<file path="src/rtl/window_pkg.sv">
// Shared types and defaults for the power-window motor controller.
package window_pkg;

  localparam int WINDOW_RUN_TIMEOUT = 1000;
  localparam int WINDOW_DEAD_TIME   = 8;

  typedef enum logic [2:0] {
    IDLE    = 3'd0,
    OPENING = 3'd1,
    CLOSING = 3'd2,
    DEAD    = 3'd3,
    FAULT   = 3'd4
  } window_state_t;

  typedef enum logic [1:0] {
    CMD_NONE  = 2'd0,
    CMD_OPEN  = 2'd1,
    CMD_CLOSE = 2'd2
  } window_cmd_t;

  typedef struct packed {
    logic cw;
    logic ccw;
    logic busy;
    logic fault;
  } window_out_t;

  // Output image of a state; registered alongside the state so outputs never glitch.
  function automatic window_out_t window_decode(input window_state_t s);
    window_out_t o;
    o.cw    = (s == OPENING);
    o.ccw   = (s == CLOSING);
    o.busy  = (s != IDLE);
    o.fault = (s == FAULT);
    return o;
  endfunction

endpackage

</file>
<file path="src/rtl/window_req_arb.sv">
// Resolves driver and passenger switch levels into a single open/close command.
module window_req_arb
  import window_pkg::*;
(
  input  logic        drv_open_req,
  input  logic        drv_close_req,
  input  logic        pass_open_req,
  input  logic        pass_close_req,
  input  logic        lock_pass,
  output window_cmd_t cmd
);

  window_cmd_t drv_cmd;
  window_cmd_t pass_cmd;

  // NOTE: every always_comb output gets a default first so no path can infer a latch.
  always_comb begin
    drv_cmd  = CMD_NONE;
    pass_cmd = CMD_NONE;
    cmd      = CMD_NONE;

    if (drv_open_req && !drv_close_req)      drv_cmd = CMD_OPEN;
    else if (drv_close_req && !drv_open_req) drv_cmd = CMD_CLOSE;

    if (!lock_pass) begin
      if (pass_open_req && !pass_close_req)      pass_cmd = CMD_OPEN;
      else if (pass_close_req && !pass_open_req) pass_cmd = CMD_CLOSE;
    end

    // Driver wins outright; a losing passenger request is simply dropped.
    cmd = (drv_cmd != CMD_NONE) ? drv_cmd : pass_cmd;
  end

endmodule

</file>
<file path="src/rtl/window_motor_ctrl.sv">
// Power-window motor sequencer: arbitration, limit stop, run timeout fault, post-stop dead time.
module window_motor_ctrl
  import window_pkg::*;
#(
  parameter int RUN_TIMEOUT = WINDOW_RUN_TIMEOUT,
  parameter int DEAD_TIME   = WINDOW_DEAD_TIME
) (
  input  logic clk,
  input  logic reset,
  input  logic drv_open_req,
  input  logic drv_close_req,
  input  logic pass_open_req,
  input  logic pass_close_req,
  input  logic lock_pass,
  input  logic limit_open,
  input  logic limit_closed,
  input  logic clear_fault,
  output logic motor_cw,
  output logic motor_ccw,
  output logic busy,
  output logic fault
);

  localparam int CNT_TOP = (RUN_TIMEOUT > DEAD_TIME) ? RUN_TIMEOUT : DEAD_TIME;
  localparam int CNT_W   = $clog2(CNT_TOP + 1);

  localparam logic [CNT_W-1:0] RUN_LAST  = CNT_W'(RUN_TIMEOUT - 1);
  localparam logic [CNT_W-1:0] DEAD_LAST = CNT_W'(DEAD_TIME - 1);
  localparam logic [CNT_W-1:0] CNT_MAX   = {CNT_W{1'b1}};

  window_cmd_t      cmd;
  window_state_t    state;
  logic [CNT_W-1:0] cnt;
  window_out_t      outs;
  logic             stop_hit;

  window_req_arb u_arb (
    .drv_open_req   (drv_open_req),
    .drv_close_req  (drv_close_req),
    .pass_open_req  (pass_open_req),
    .pass_close_req (pass_close_req),
    .lock_pass      (lock_pass),
    .cmd            (cmd)
  );

  function automatic logic [CNT_W-1:0] sat_inc(input logic [CNT_W-1:0] v);
    return (v == CNT_MAX) ? v : v + 1'b1;
  endfunction

  // Matching limit or any resolved press ends a run; the opposite limit is ignored.
  assign stop_hit = (state == OPENING && limit_open) ||
                    (state == CLOSING && limit_closed) ||
                    (cmd != CMD_NONE);

  // NOTE: sequential state uses non-blocking assignments only, so every register
  // samples the pre-edge values regardless of statement order.
  always_ff @(posedge clk) begin
    if (reset) begin
      state <= IDLE;
      cnt   <= '0;
      outs  <= '0;
    end else begin
      case (state)
        IDLE: begin
          cnt <= '0;
          if (cmd == CMD_OPEN && !limit_open) begin
            state <= OPENING;
            outs  <= window_decode(OPENING);
          end else if (cmd == CMD_CLOSE && !limit_closed) begin
            state <= CLOSING;
            outs  <= window_decode(CLOSING);
          end
        end

        OPENING, CLOSING: begin
          if (stop_hit) begin
            state <= DEAD;
            cnt   <= '0;
            outs  <= window_decode(DEAD);
          end else if (cnt == RUN_LAST) begin
            state <= FAULT;
            cnt   <= '0;
            outs  <= window_decode(FAULT);
          end else begin
            cnt <= sat_inc(cnt);
          end
        end

        DEAD: begin
          if (cnt == DEAD_LAST) begin
            state <= IDLE;
            cnt   <= '0;
            outs  <= window_decode(IDLE);
          end else begin
            cnt <= sat_inc(cnt);
          end
        end

        FAULT: begin
          cnt <= '0;
          // Leaving a fault still passes through the dead time.
          if (clear_fault) begin
            state <= DEAD;
            outs  <= window_decode(DEAD);
          end
        end

        default: begin
          state <= IDLE;
          cnt   <= '0;
          outs  <= window_decode(IDLE);
        end
      endcase
    end
  end

  assign motor_cw  = outs.cw;
  assign motor_ccw = outs.ccw;
  assign busy      = outs.busy;
  assign fault     = outs.fault;

endmodule

</file>
<file path="config.mk">
export PLATFORM = sky130hd
export DESIGN_NAME = window_motor_ctrl
export DESIGN_NICKNAME = d
export VERILOG_FILES = /design/src/rtl/window_pkg.sv /design/src/rtl/window_req_arb.sv /design/src/rtl/window_motor_ctrl.sv
export SDC_FILE = /design/constraint.sdc
export NUM_CORES = 1
export LEC_CHECK = 0
export CORE_ASPECT_RATIO = 1.2
export CORE_MARGIN = 1.5
export CORE_UTILIZATION = 40
export CTS_CLUSTER_SIZE = 14
export DETAILED_ROUTE_END_ITERATION = 6
export PLACE_DENSITY_LB_ADDON = 0.25
export SLEW_MARGIN = 15
export SYNTH_ARGS = -nofsm -noshare
export SYNTH_HDL_FRONTEND = slang
export SYNTH_SLANG_ARGS = --single-unit
</file>
<file path="constraint.sdc">
create_clock -name clk -period 4.8 [get_ports clk]
set_input_delay 0.48 -clock clk [delete_from_list [all_inputs] [get_ports clk]]
set_output_delay 0.48 -clock clk [all_outputs]
set_load 0.01 [all_outputs]
</file>
Word-level counts from Yosys, hierarchy flattened

Cells that the tools add are included.

Flip-flop bits (word level): 17
Output and inout bits: 4
Logic and storage cells: 66

Add/subtract/negate cells: 1
Eq/ne operators: 13
Multiplexer cells: 25
Reduce and logical (&&, ||, !) cells: 21

Operators by type and width:

| kind                                                                   | count |
|---|---|
| 10-bit 2-to-1 mux                                                      | 4 |
| 4-bit 2-to-1 mux                                                       | 6 |
| 10-bit equality test, second input constant                            | 2 |
| 10-bit case mux with 2 select lines                                    | 1 |
| 3-bit 2-to-1 mux                                                       | 6 |
| 4-bit case mux with 4 select lines                                     | 1 |
| 2-bit 2-to-1 mux                                                       | 6 |
| 3-bit case mux with 4 select lines                                     | 1 |
| 10-bit by 1-bit adder with 10-bit output, second input constant        | 1 |
| 10-bit by 3-bit equality test with 1-bit output, second input constant | 1 |
| 1-bit logical AND                                                      | 8 |
| 3-bit by 2-bit equality test with 1-bit output, second input constant  | 2 |
| 1-bit logical NOT                                                      | 6 |
| 3-bit inequality test, second input constant                           | 2 |
| 2-bit inequality test, second input constant                           | 2 |
| 4-bit AND reduction                                                    | 1 |
| 2-bit nonzero test                                                     | 2 |
| 3-bit by 1-bit equality test with 1-bit output, second input constant  | 1 |
| 3-bit equality test, second input constant                             | 1 |
| 3-bit logical NOT                                                      | 1 |
| 2-bit by 1-bit equality test with 1-bit output, second input constant  | 1 |
| 2-bit equality test, second input constant                             | 1 |
| 1-bit logical OR                                                       | 2 |
| 2-bit OR reduction                                                     | 1 |

Longest topological paths before layout

Depth after elaboration: 11
Mapped depth: 8
Depth with buffers taken out: 7

Hierarchy

A second synthesis with hierarchy kept.

Cell total of the unflattened synthesis: 119
Area total of the unflattened synthesis: 1034.7 um2

Modules (own cells, without submodules):

| module            | instances | cells each | area an instance (um2) | seq. area each (um2) |
|---|---|---|---|---|
| window_motor_ctrl | 1         | 111        | 964.7                  | 320.3 |
| window_req_arb    | 1         | 8          | 70.1                   | 0.0 |

Least setup slack after synthesis

OpenSTA, ideal clock, no wires.

Path type: input-to-reg
Start: in drv_open_req
End: reg outs (netlist bit motor_ccw)
Data arrival time: 2.069 ns
Required time: 4.677 ns
Slack: 2.608 ns
Stages: 6
Path buffers: 0
Cell sequence: inv_1 -> ha_1 -> or3b_1 -> a21oi_1 -> o311a_1 -> mux2_1

Cells in the longest elaborated chain, start to end: 10
Elaborated cells between the ends (all ways): 19
Classes of those cells: eq/ne (4); mux (6); reduce/logical (9)

Ends and longest elaborated chain:

| element                                                                                           | line                    | RTL |
|---|---|---|
| start, declared                                                                                   | window_motor_ctrl.sv:10 | `input logic drv_open_req,` |
| 1-bit logical NOT                                                                                 | window_req_arb.sv:23    | `else if (drv_close_req && !drv_open_req) drv_cmd = CMD_CLOSE;` |
| 1-bit logical AND                                                                                 | window_req_arb.sv:23    |  |
| 2-bit 2-to-1 mux                                                                                  | window_req_arb.sv:23    |  |
| 2-bit 2-to-1 mux *                                                                                | window_req_arb.sv:22    | `if (drv_open_req && !drv_close_req) drv_cmd = CMD_OPEN;` |
| 2-bit nonzero test                                                                                | window_req_arb.sv:31    | `cmd = (drv_cmd != CMD_NONE) ? drv_cmd : pass_cmd;` |
| 2-bit 2-to-1 mux *                                                                                | window_req_arb.sv:31    |  |
| 2-bit by 1-bit equality test with 1-bit output (tied with other cells)                            | window_motor_ctrl.sv:66 | `if (cmd == CMD_OPEN && !limit_open) begin` |
| 1-bit logical AND (tied with other cells)                                                         | window_motor_ctrl.sv:66 |  |
| 3-bit inequality test (no source line) (tied with other cells)                                    | --                      |  |
| 4-bit AND reduction (no source line) / 4-bit case mux with 4 select lines (equally long branches) | --                      |  |
| end signal, assigned                                                                              | window_motor_ctrl.sv:68 | `outs <= window_decode(OPENING);` |
| end signal, assigned                                                                              | window_motor_ctrl.sv:71 | `outs <= window_decode(CLOSING);` |
| end signal, assigned                                                                              | window_motor_ctrl.sv:79 | `outs <= window_decode(DEAD);` |
| end, declared                                                                                     | window_motor_ctrl.sv:34 | `window_out_t outs;` |

Mark *: on every way between the ends. The rest lies on a longest branch, timed or not.
A chain may end at the register's enable or synchronous reset.

Worst setup path after layout

Ends and elaborated chain as after synthesis.

==> summary.md <==
| Metric | Value |
|---|---|
| Combinational Power Share | 0.322 |
| Layout cell share with drive strength beyond 1 | 0.132 |
| CP Launch Type | input pin |
| Area of the multi-input gates | 648 um2 |
| Max-cap violations | 0 |
| Worst R2R End | motor_ccw |
| Row cnt | 19 |
| Largest net degree at the start of global routing | 11 |
| Max transition margin | 0.620 |
| ANT nets after route | 0 |
| Height of the die | slightly below 60 um |
| Sequential area share after synthesis | 0.313 |
| Postcts setup bufs | 0 |
| Global route overflow | 0 |
| Clock Pin Slew Worst Setup and Hold Paths | 0.10 ns |
| Per-cell routed wire length | between 10 and 15 um |
| Syn. warnings | 0 |
| Clk pwr share | 0.239 |
| Register area | roughly 320 um2 |
| Setup crit end | motor_ccw |
| Skew-Pair Late Insertion Delay | around 0.28 ns |
| Nets | around 140 |
| Area Growth Syn to Fin | 16.4% |
| HPWL Detailed | 1580 um |
| R2R setup slack | between 2 and 3 ns |
| I/O pin cnt | 14 |
| RSZ-0062 raised after global routing | no |
| Max frequency | around 390 MHz |
| Remaining DRCs | 0 |
| Register-to-Register Path Depth | 6 |
| Die extent in x | 49.2 um |
| Worst Setup Path Type | input pin to register |
| Yosys reg bits | 16 |
| Switch share | 0.313 |
| Max VDD drop | ~190 uV |
| HP Class | register to register |
| CTS buffer count | 3 |
| Via density | approximately 5.4 |
| Worst-Margin Slew | around 0.57 ns |
| Initial antenna violation count | 0 |
| Syn avg cell area | a little under 9 um2 |
| Gpl congestion | approximately 0.84 |
| TNS Setup | 0 ns |
| Initial DRC Count | 13 |
| Filler cell count | around 240 |
| Status | finished clean |
| Ys async rst share | 0 |
| Number of synthesized flops with an enable pin | 0 |
| Worst EP required | between 4 and 5 ns |
| Core Region | 2350 um2 |
| Die area | approximately 2900 um2 |
| GR Util All Layers | 0.152 |
| Synth Net Count | between 100 and 150 |
| TritonCTS Sinks | 16 |
| I/O Buffers | 13 |
| Critical R2R Launch | cnt[0] |
| Starting Density | 0.435 |
| Sw Pwr | between 0.1 and 0.15 mW |
| First-pass GRT wire length | 3380 um |
| Sequential share of power | 0.439 |
| Slew Viols, Final | 0 |
| Vias | 868 |
| Int Pwr | about 0.25 mW |
| Crit. End Element | register |
| Routed wire length | approximately 2000 um |
| Commonest register cell after synthesis | dfxtp_1 |
| Hold Buf Count CTS | 0 |
| Count of cell types in the netlist | between 40 and 50 |
| Root Driver | clkbuf_4 |
| Worst Setup SP | drv_open_req |
| Fin Clk Skew | between 0.005 and 0.006 ns |
| Worst Path Arrival | 2.72 ns |
| CTS H-Tree Depth | 1 |
| Diode count | 0 |
| Clock tree buffer depth | 2 |
| Power density over cell area | between 300 and 400 nW/um2 |
| Final setup vio count | 0 |
| Core Util, Final | 0.507 |
| Min Tclk post-route | roughly 2.5 ns |
| Mapped Area | between 1000 and 1500 um2 |
| Vias in the first global route | between 700 and 800 |
| Final worst path period share | 0.529 |
| Cts repair resizes | 0 |
| Final Hold Fails | 0 |
| Crit path max fanout | 5 |
| Pre-Repair DR Iteration Count | 3 |
| CTS tree | built |
| Synth Instances | between 100 and 150 |
| Leakage power | roughly 0.44 nW |
==> cell usage after synthesis, drive strengths merged (3+ instances only) <==
cell   number  area share
a21oi       5       0.035
and3        5       0.031
buf         3       0.029
dfxtp      16        0.31
ha          3       0.037
inv         5       0.018
mux2i       5       0.049
nand2       5       0.018
nand3       4       0.020
nand4       3       0.018
nor2       17       0.084
nor2b       5       0.031
or3b        4       0.034
xor2        5       0.043
==> how the worst min path moves through the flow <==
stage               startpoint  endpoint  cells past startpoint  slack [ns]
floorplan               cnt[4]    cnt[4]                      2        0.50
global placement        cnt[1]    cnt[1]                      2        0.53
detailed placement      cnt[4]    cnt[4]                      2        0.53
CTS                     cnt[4]    cnt[4]                      2        0.55
global route            cnt[4]    cnt[4]                      2        0.59
finish                  cnt[4]    cnt[4]                      2        0.55
==> critical path: stages <==
cell and delay, ns:
clkdlybuf4s50_1 0.48, inv_1 0.05, ha_1 0.33, or3b_1 0.39, a21oi_1 0.33, o311a_1 0.32, mux2_1 0.34
==> state kept, by name, indices dropped and copies added, names as in the netlist <==
name       count
motor_ccw      1
motor_cw       1
state          3
cnt           10
busy           1
==> through the flow <==
step	power, mW	worst slack [ns]	hold WS, ns	std cells	area [um2]
after floorplan	0.252	2.61	0.499	117	1020
after global placement	0.280	2.03	0.533	156	1160
after detailed placement	0.284	1.97	0.528	156	1160
after CTS	0.373	2.27	0.554	160	1190
after global routing	0.395	2.18	0.592	160	1190
final	0.369	2.26	0.554	160	1190
==> metal layers <==
layer  wire (um)  global-route usage  part of all wire
met1         917               0.170              0.45
met2        1070               0.280              0.53
met3          44              0.0381             0.022
met4           0              0.0490                 0
met5           0                   0                 0
==> final cells by class <==
class                   count  area share
flip-flops and latches     16       0.269
well taps                  31      0.0325
multi-input cells          91       0.544
repair buffers             13       0.109
inverters                   5      0.0157
clock buffers               4      0.0304
==> kinds of logic after synthesis <==
group / Yosys count / synth area share
xor gates and xnor gates: 6 / 0.0513
AOI/OAI and AO/OA: 20 / 0.150
and+or+nand+nor: 55 / 0.324
buffers and inverters: 10 / 0.0550
muxes: 7 / 0.0708
DFF: 16 / 0.313
adders and majority gates: 3 / 0.0366
==> cell usage in the layout (no fill, tap or decap), types with 2 or more instances in the layout <==
| master | n |
|---|---|
| a211oi_1 | 2 |
| a21oi_1 | 2 |
| a21oi_2 | 3 |
| and3_1 | 5 |
| clkbuf_4 | 3 |
| clkdlybuf4s50_1 | 13 |
| dfxtp_1 | 16 |
| ha_1 | 3 |
| inv_1 | 5 |
| mux2_1 | 2 |
| mux2i_1 | 5 |
| nand2_1 | 5 |
| nand2b_1 | 2 |
| nand3_1 | 4 |
| nand3b_1 | 2 |
| nand4_1 | 3 |
| nor2_1 | 8 |
| nor2_2 | 9 |
| nor2b_1 | 5 |
| o21ai_0 | 2 |
| o31ai_1 | 2 |
| or3b_1 | 4 |
| xor2_1 | 5 |
==> power groups by stage <==
stage          sequential, mW  clock (mW)  combinational, mW
2_1_floorplan           0.157           0             0.0947
3_3_place_gp            0.164           0              0.116
3_5_place_dp            0.165           0              0.119
4_1_cts                 0.162      0.0914              0.119
5_1_grt                 0.166      0.0999              0.129
6_report                0.162      0.0883              0.119
No activity file was read; power rests on OpenSTA's default activity.
